File: config.mk
export PLATFORM = sky130hd
export DESIGN_NAME = elastic_fifo_struct
export DESIGN_NICKNAME = d
export VERILOG_FILES = /design/src/rtl/elastic_fifo_struct_pkg.sv /design/src/rtl/elastic_fifo_struct_wrap_counter.sv /design/src/rtl/elastic_fifo_struct.sv
export SDC_FILE = /design/constraint.sdc
export NUM_CORES = 1
export LEC_CHECK = 0
export CAP_MARGIN = 20
export CORE_MARGIN = 8
export CORE_UTILIZATION = 47
export DETAILED_ROUTE_END_ITERATION = 16
export GPL_TIMING_DRIVEN = 0
export PLACE_DENSITY = 0.72
export SKIP_CTS_REPAIR_TIMING = 1
export SLEW_MARGIN = 5
export SYNTH_ARGS = -nofsm -noshare
export SYNTH_HDL_FRONTEND = slang
export SYNTH_SLANG_ARGS = --single-unit
File: constraint.sdc
create_clock -name clk -period 2.7 [get_ports clk]
set_clock_uncertainty 0.2 [all_clocks]
set_input_delay 0.54 -clock clk [delete_from_list [all_inputs] [get_ports clk]]
set_output_delay 0.54 -clock clk [all_outputs]
set_load 0.02 [all_outputs]
File: src/rtl/elastic_fifo_struct_pkg.sv
// ---------------------------------------------------------------------------
// elastic_fifo_struct_pkg
// Purpose : generic utilities shared by the elastic FIFO and its pointer
//           counters. Holds the modulo pointer increment, which works for any
//           modulus including non powers of two, and the handshake
//           classification used to update occupancy.
// Ports   : none (package)
// ---------------------------------------------------------------------------
package elastic_fifo_struct_pkg;

    // Combined push/pop activity of one cycle; the bit order is {push, pop}.
    typedef enum logic [1:0] {
        OP_IDLE = 2'b00,
        OP_POP  = 2'b01,
        OP_PUSH = 2'b10,
        OP_BOTH = 2'b11
    } fifoOp_e;

    // Advance a pointer by one and wrap from modulus-1 back to 0.
    // The >= comparison also folds any out-of-range value back to 0.
    function automatic logic [31:0] ptr_inc(input logic [31:0] value,
                                            input int unsigned modulus);
        logic [31:0] lastIdx;
        lastIdx = modulus - 32'd1;
        if (value >= lastIdx) begin
            return 32'd0;
        end
        return value + 32'd1;
    endfunction

endpackage

File: src/rtl/elastic_fifo_struct_wrap_counter.sv
// ---------------------------------------------------------------------------
// wrap_counter
// Purpose : modulo-MOD counter used as the head and tail pointer of the
//           elastic FIFO. Counts 0..MOD-1 and wraps; clear has priority over
//           increment.
// Ports   : clk      - rising-edge clock
//           reset    - synchronous active-high reset, value returns to 0
//           clear_i  - synchronous clear to 0 (used for flush)
//           en_i     - advance by one this cycle
//           value_o  - current pointer value
// ---------------------------------------------------------------------------
module wrap_counter
    import elastic_fifo_struct_pkg::*;
#(
    parameter int unsigned MOD = 4,
    parameter int unsigned W   = (MOD > 1) ? $clog2(MOD) : 1
) (
    input  logic         clk,
    input  logic         reset,
    input  logic         clear_i,
    input  logic         en_i,
    output logic [W-1:0] value_o
);

    logic [W-1:0] value_q;
    logic [W-1:0] value_d;

    // Next pointer: clear wins over increment so a squash always lands on 0
    // even when a handshake is reported in the same cycle.
    always_comb begin
        value_d = value_q;
        if (clear_i) begin
            value_d = '0;
        end else if (en_i) begin
            value_d = W'(ptr_inc(32'(value_q), MOD));
        end
    end

    // Pointer register.
    always_ff @(posedge clk) begin
        if (reset) begin
            value_q <= '0;
        end else begin
            value_q <= value_d;
        end
    end

    assign value_o = value_q;

endmodule

File: src/rtl/elastic_fifo_struct.sv
// ---------------------------------------------------------------------------
// elastic_fifo_struct
// Purpose : valid/ready elastic buffer carrying a parameterised payload type
//           T (any packed type or struct). DEPTH entries, any DEPTH >= 2.
//           One push and one pop per cycle sustained at every occupancy,
//           including a push into a full buffer while it is being drained.
//           flush squashes all stored entries synchronously.
// Config  : ELASTIC_FIFO_BYPASS_EN - when defined, an item offered to an empty
//           buffer is presented on data_out in the same cycle and, if taken,
//           passes through without being stored. When undefined there is no
//           combinational path from data_in/valid_in to any output.
// Ports   : clk       - rising-edge clock
//           reset     - synchronous active-high reset (beats flush/push/pop)
//           flush     - synchronous discard of all entries (beats push/pop)
//           valid_in  - producer offers data_in
//           ready_in  - buffer accepts data_in this cycle
//           data_in   - producer payload
//           valid_out - data_out holds a valid entry
//           ready_out - consumer takes data_out this cycle
//           data_out  - oldest entry
//           count     - occupancy 0..DEPTH
//           full      - count == DEPTH
//           empty     - count == 0
// ---------------------------------------------------------------------------
module elastic_fifo_struct
    import elastic_fifo_struct_pkg::*;
#(
    parameter type         T     = logic,
    parameter int unsigned DEPTH = 4,
    parameter int unsigned CNT_W = $clog2(DEPTH + 1)
) (
    input  logic             clk,
    input  logic             reset,
    input  logic             flush,
    input  logic             valid_in,
    output logic             ready_in,
    input  T                 data_in,
    output logic             valid_out,
    input  logic             ready_out,
    output T                 data_out,
    output logic [CNT_W-1:0] count,
    output logic             full,
    output logic             empty
);

    localparam int unsigned      PTR_W   = (DEPTH > 1) ? $clog2(DEPTH) : 1;
    localparam logic [CNT_W-1:0] DEPTH_C = CNT_W'(DEPTH);

    T                 storage_q [DEPTH];
    logic [CNT_W-1:0] count_q;
    logic [CNT_W-1:0] count_d;
    logic [PTR_W-1:0] headPtr;
    logic [PTR_W-1:0] tailPtr;

    logic    pushHs;
    logic    popHs;
    logic    storeEn;
    logic    headEn;
    fifoOp_e op;

    assign full  = (count_q == DEPTH_C);
    assign empty = (count_q == '0);
    assign count = count_q;

    // A full buffer still accepts when the head leaves on the same edge, so
    // ready_in depends combinationally on ready_out.
    assign ready_in = (!full || ready_out) && !flush;
    assign pushHs   = valid_in && ready_in;
    assign popHs    = valid_out && ready_out;

`ifdef ELASTIC_FIFO_BYPASS_EN
    logic bypassActive;

    // While empty the offered item is shown directly. If the consumer takes it
    // the push and pop cancel and nothing touches storage or pointers; if not,
    // it is written normally and is still the head next cycle.
    assign bypassActive = empty && valid_in && !flush;
    assign valid_out    = (!empty || valid_in) && !flush;
    assign data_out     = bypassActive ? data_in : storage_q[headPtr];
    assign storeEn      = pushHs && !(bypassActive && ready_out);
    assign headEn       = popHs && !bypassActive;
`else
    // Outputs come purely from registered state, giving one cycle minimum
    // latency from push to visibility.
    assign valid_out = !empty && !flush;
    assign data_out  = storage_q[headPtr];
    assign storeEn   = pushHs;
    assign headEn    = popHs;
`endif

    assign op = fifoOp_e'({storeEn, headEn});

    // Occupancy update. Flush empties the buffer regardless of handshakes;
    // simultaneous push and pop leave the count unchanged, which is what keeps
    // full-rate streaming possible at DEPTH.
    always_comb begin
        count_d = count_q;
        if (flush) begin
            count_d = '0;
        end else begin
            unique case (op)
                OP_PUSH: count_d = count_q + CNT_W'(1);
                OP_POP:  count_d = count_q - CNT_W'(1);
                default: count_d = count_q;
            endcase
        end
    end

    // Occupancy register.
    always_ff @(posedge clk) begin
        if (reset) begin
            count_q <= '0;
        end else begin
            count_q <= count_d;
        end
    end

    // Payload storage. When full with push+pop, tail equals head: the old
    // head is read out this cycle and overwritten on the same edge.
    always_ff @(posedge clk) begin
        if (reset) begin
            for (int i = 0; i < int'(DEPTH); i++) begin
                storage_q[i] <= '0;
            end
        end else if (storeEn) begin
            storage_q[tailPtr] <= data_in;
        end
    end

    // Read pointer.
    wrap_counter #(
        .MOD (DEPTH),
        .W   (PTR_W)
    ) u_headCounter (
        .clk     (clk),
        .reset   (reset),
        .clear_i (flush),
        .en_i    (headEn),
        .value_o (headPtr)
    );

    // Write pointer.
    wrap_counter #(
        .MOD (DEPTH),
        .W   (PTR_W)
    ) u_tailCounter (
        .clk     (clk),
        .reset   (reset),
        .clear_i (flush),
        .en_i    (storeEn),
        .value_o (tailPtr)
    );

endmodule
* Yosys cells after proc, flatten, opt, wreduce, memory -nomap -nowiden
Memories as Yosys holds them, arrays and structs flattened. A register that Yosys moved wholly into a read port is not among the register bits.
Cells that the tools add are included.
** Word-level totals
- Bits in registers :: 7
- RAM bits :: 4
- Input port bits :: 6
- Output and inout port bits :: 8
- Logic and storage cells :: 46
- Memories kept :: 1
** Memory list
- storage_q :: depth 4, width 1, rd ports 1, clocked after memory_dff 1, write ports 4, line elastic_fifo_struct.sv:49 : T storage_q [DEPTH];
** Cells by class
- Add/sub/neg operators :: 4
- Magnitude comparators :: 2
- Equal/unequal tests :: 3
- Multiplexer cells :: 21
- Reduce and logical (&&, ||, !) cells :: 12
** Operators by type and width (number)
- $mux 2 :: 7
- $mux 1 :: 13
- $pmux 3 s2 :: 1
- $add 2x1->2 const B :: 2
- $ge 2x2->1 const B :: 2
- $logic_and 1x1->1 :: 4
- $add 3x1->3 const B :: 1
- $eq 3x3->1 const B :: 1
- $logic_not 1->1 :: 3
- $logic_not 3->1 :: 1
- $sub 3x1->3 const B :: 1
- $eq 2x1->1 const B :: 1
- $eq 2x2->1 const B :: 1
- $reduce_bool 2->1 :: 1
- $reduce_or 2->1 :: 1
- $logic_or 1x1->1 :: 1
- $reduce_or 1->1 :: 1

* Depth between registers and ports, before layout
- Word-level depth :: 10
- Mapped depth :: 9
- Depth with buffers taken out :: 8

* Hierarchy
Synthesis repeated with hierarchy kept, for this count alone.
** Unflattened totals
- Cell total of the unflattened synthesis :: 59
- Area total of the unflattened synthesis :: 621.8 µm²
** Modules (own cells, without submodules)
- elastic_fifo_struct :: times used 1, cells an instance 43, area an instance 431.7 µm², seq. area each 180.2 µm²
- wrap_counter :: times used 2, cells an instance 8, area an instance 95.1 µm², seq. area each 40.0 µm²

* Least setup slack after synthesis
Ideal clock, no wire load.
- Kind :: in2reg
- Start :: in ready_out
- End :: reg count_q[2] (netlist: count[2])
- Setup time :: 0.076 ns
- Arrival time :: 2.315 ns
- Data required time :: 2.424 ns
- Path slack :: 0.109 ns
- Stages on the path :: 8
- Buffers on the path :: 0
- Cells stage by stage :: or4b_4 > nand2_4 > ha_1 > inv_1 > fa_1 > xor2_1 > or3_1 > a21boi_0
** On the way
- Cells in the longest elaborated chain, start to end :: 5
- Elaborated cells between the ends (all ways) :: 8
- Those cells by class :: eq/ne: 2; mux: 1; reduce/logical: 5
** Ends and longest elaborated chain
- start: declaration :: line elastic_fifo_struct.sv:39 : input logic ready_out,
- $logic_or 1x1->1 :: line elastic_fifo_struct.sv:67 : assign ready_in = (!full || ready_out) && !flush;
- $logic_and 1x1->1 :: line elastic_fifo_struct.sv:67
- $logic_and 1x1->1 :: line elastic_fifo_struct.sv:68 : assign pushHs = valid_in && ready_in;
- $eq 2x1->1 / $eq 2x2->1 (equally long branches) :: line elastic_fifo_struct.sv:101 : unique case (op)
- $pmux 3 s2 / $reduce_bool 2->1 (equally long branches)
- end signal: assignment :: line elastic_fifo_struct.sv:114 : count_q <= count_d;
- end: declaration :: line elastic_fifo_struct.sv:50 : logic [CNT_W-1:0] count_q;
Several ways; a longest one is shown, not always the timed one.
A chain may end at the register's enable or synchronous reset.

* Worst setup path in the final report
Same ends and word-level chain as after synthesis.

==> flow_summary.toml <==
[grt]
grt_pass1_wl_um = 2040
grt_max_degree = 10
met2_usage = 0.145
grt_pass1_vias = 493
overflow = 0
antenna_found_initial = 0
grtUsageMet1 = 0.111
grt_use_total = 0.0958
met3_usage = 0.0504
grt_busiest_layer = "met2"

[sta]
min_period_ns = 2.54
fmax_mhz = 393
fin_crit_sh = 0.942
tns_ns = 0
final_hold_viol_count = 0
rsz0062_at_grt = "no"
maxSlewViolCount = 0
setup_viol = 0
relSlewSlack = 0.637
worst_pin_slew_ns = 0.542

[cts]
path_clk_slew_ns = 0.08
cts_buffers = 3
clockBufferDepth = 2
cts.sinks = 13
htree_levels = 1
insertion_delay_ns = 0.27
cts_tree = "built"
cts-root-buf = "clkbuf_4"

[floorplan]
dieArea_um2 = 2860
start_util = 0.507
chipHeight_um = 53.5
core_area_um2 = 1300
row_count = 13
die_x_um = 53.5
io_pins = 14

[logic_synthesis]
ys_seq_area_frac = 0.455
synth_nets = 78
ys_top_cells_by_area = "dfxtp_1 27%, edfxtp_1 18%, mux2i_1 6.1%"
synth.distinct_cells = 24
synth_seq_cells = 13
yosysTopAreaCellShare = 0.273
syn_inst = 68
syn_area_per_cell_um2 = 9.70
yosysWarnings = 0
synthesis.area_um2 = 659
synth.largest_area_cell = "dfxtp_1"

[power_and_ir_drop]
switching_share = 0.250
p_switching_w = 0.0000946
p_int_w = 0.000283
clock_power_share = 0.318
combPwrFrac = 0.129
irDropWorstVdd_mv = 0.300
p_seq_frac = 0.553
power.leakage_nw = 0.323
power_density_nw_per_um2 = 444

[layout]
syn2layout_area_growth_pct = 29.2
final_common_cell = "clkdlybuf4s50_1"
final_cell_mix = "11 x clkdlybuf4s50_1, 9 x nand2_1, 9 x dfxtp_1, 6 x inv_1, 6 x nor2_1"
antennaDiodeCount = 0
stdcell_count = 100
final_nets = 96
drive_gt1_frac = 0.129

[setup_path]
crit_start = "ready_out"
worstReg2RegStart = "count[0]"
crit_path_end_kind = "flop"
critPathLaunchType = "primary input"
reg2reg_to = "count[2]"
slowest_delay_ns = 0.58
reg2reg_depth = 8
worstPathCellList = "dlymetal6s2s_1 > or4b_4 > nand2_8 > ha_2 > inv_1 > fa_1 > xor2_1 > or3_1 > a21boi_1"
cp.required_ns = 2.71
critPathSlowestCell = "or4b_4"
crit_arrival_ns = 2.55
rrSetupSlack_ns = 0.20
criticalPathCategory = "primary input to flop"
endpoint = "count[2]"
crit_path_max_fanout = 2

[place]
dp_cells = 95
dp_hpwl_um = 975
port_buffers = 12
gp_congestion = 0.713

[detailed_routing]
dr.first_iter.drc_count = 7
vias = 530
routed_wl_um = 1290
remaining_drc_errors = 0
antenna_left = 0
vias_per_cell = 5.30
wire_per_inst_um = 12.9
first_pass_iters = 4

[worst_hold_path]
hp-class = "flop to flop"

[run]
cap_violations = 0

[status]
status = "completed"
how the worst min path moves through the flow:
stage | from | endpoint | slack, ns | cells past startpoint
CTS | u_headCounter.value_o[1] | flop | 0.30 | 2
finish | u_headCounter.value_o[1] | flop | 0.30 | 2
floorplan | u_headCounter.value_o[1] | flop | 0.25 | 2
detailed placement | u_headCounter.value_o[1] | u_headCounter.value_o[1] | 0.29 | 2
global placement | u_headCounter.value_o[1] | u_headCounter.value_o[1] | 0.28 | 2
global route | u_headCounter.value_o[1] | u_headCounter.value_o[1] | 0.32 | 2
power groups by stage:
stage / clock, W / combinational [W] / sequential (W)
CTS: 0.000124 / 0.0000466 / 0.000209
floorplan: 0 / 0.0000261 / 0.000214
detailed placement: 0 / 0.0000462 / 0.000214
global placement: 0 / 0.0000452 / 0.000214
global route: 0.000133 / 0.0000525 / 0.000210
finish: 0.000120 / 0.0000487 / 0.000209
area by class of cell:
| cell class | instances | area, um^2 |
|---|---|---|
| Fill cell | 120 | 449 |
| Multi-Input combinational cell | 48 | 349 |
| Sequential cell | 13 | 300 |
| Timing Repair Buffer | 13 | 130 |
| Clock buffer | 3 | 22.5 |
| Inverter | 6 | 22.5 |
| Tap cell | 15 | 18.8 |
| Clock inverter | 1 | 5.00 |
| Buffer | 1 | 3.75 |
metrics by stage:
step	util	hold WS, ns	worst slack, ns	total power (W)	cell area [um^2]
after floorplan	-	0.254	0.109	0.000240	659
after global placement	0.613	0.277	-0.431	0.000259	798
after detailed placement	0.613	0.290	-0.433	0.000260	798
after CTS	0.635	0.302	-0.157	0.000380	826
after global routing	0.655	0.323	0.0541	0.000395	852
final	0.655	0.295	0.156	0.000378	852
routing by layer:
layer  part of all wire  wire, um
met2               0.43       560
met4             0.0070         9
met1               0.48       625
met3              0.073        94
met5                  0         0
synthesized netlist by cell type:
library cell  count
dfxtp_1           9
nand2_1           9
inv_1             6
nor2_1            6
nor3_1            6
edfxtp_1          4
mux2i_1           4
o21ai_0           4
ha_1              3
a21oi_1           2
xor2_1            2
a21boi_0          1
and2b_2           1
and3_1            1
clkbuf_1          1
fa_1              1
mux4_2            1
nand2_4           1
nand2b_1          1
nand3_1           1
nor4_1            1
o31ai_1           1
or3_1             1
or4b_4            1
logic make-up (layout without fill, tap and decap cells):
logic type	Yosys count	count (layout)	synth area share
muxes	5	5	0.0949
buffers and inverters	7	24	0.0398
adders and majority gates	4	4	0.0873
xor gates and xnor gates	2	2	0.0266
AOI/OAI and AO/OA	8	8	0.0683
DFF	13	13	0.455
and+or+nand+nor	29	29	0.228
worst max-delay path, delay by kind of cell:
kind / cells / cell delay, ns
AND/OR/NAND/NOR: 3 / 0.99
adder cells (fa/ha/maj): 2 / 0.55
buffers and inverters: 2 / 0.19
XOR/XNOR: 1 / 0.16
AO/OA/AOI/OAI: 1 / 0.13
No activity file was read; power rests on OpenSTA's default activity.
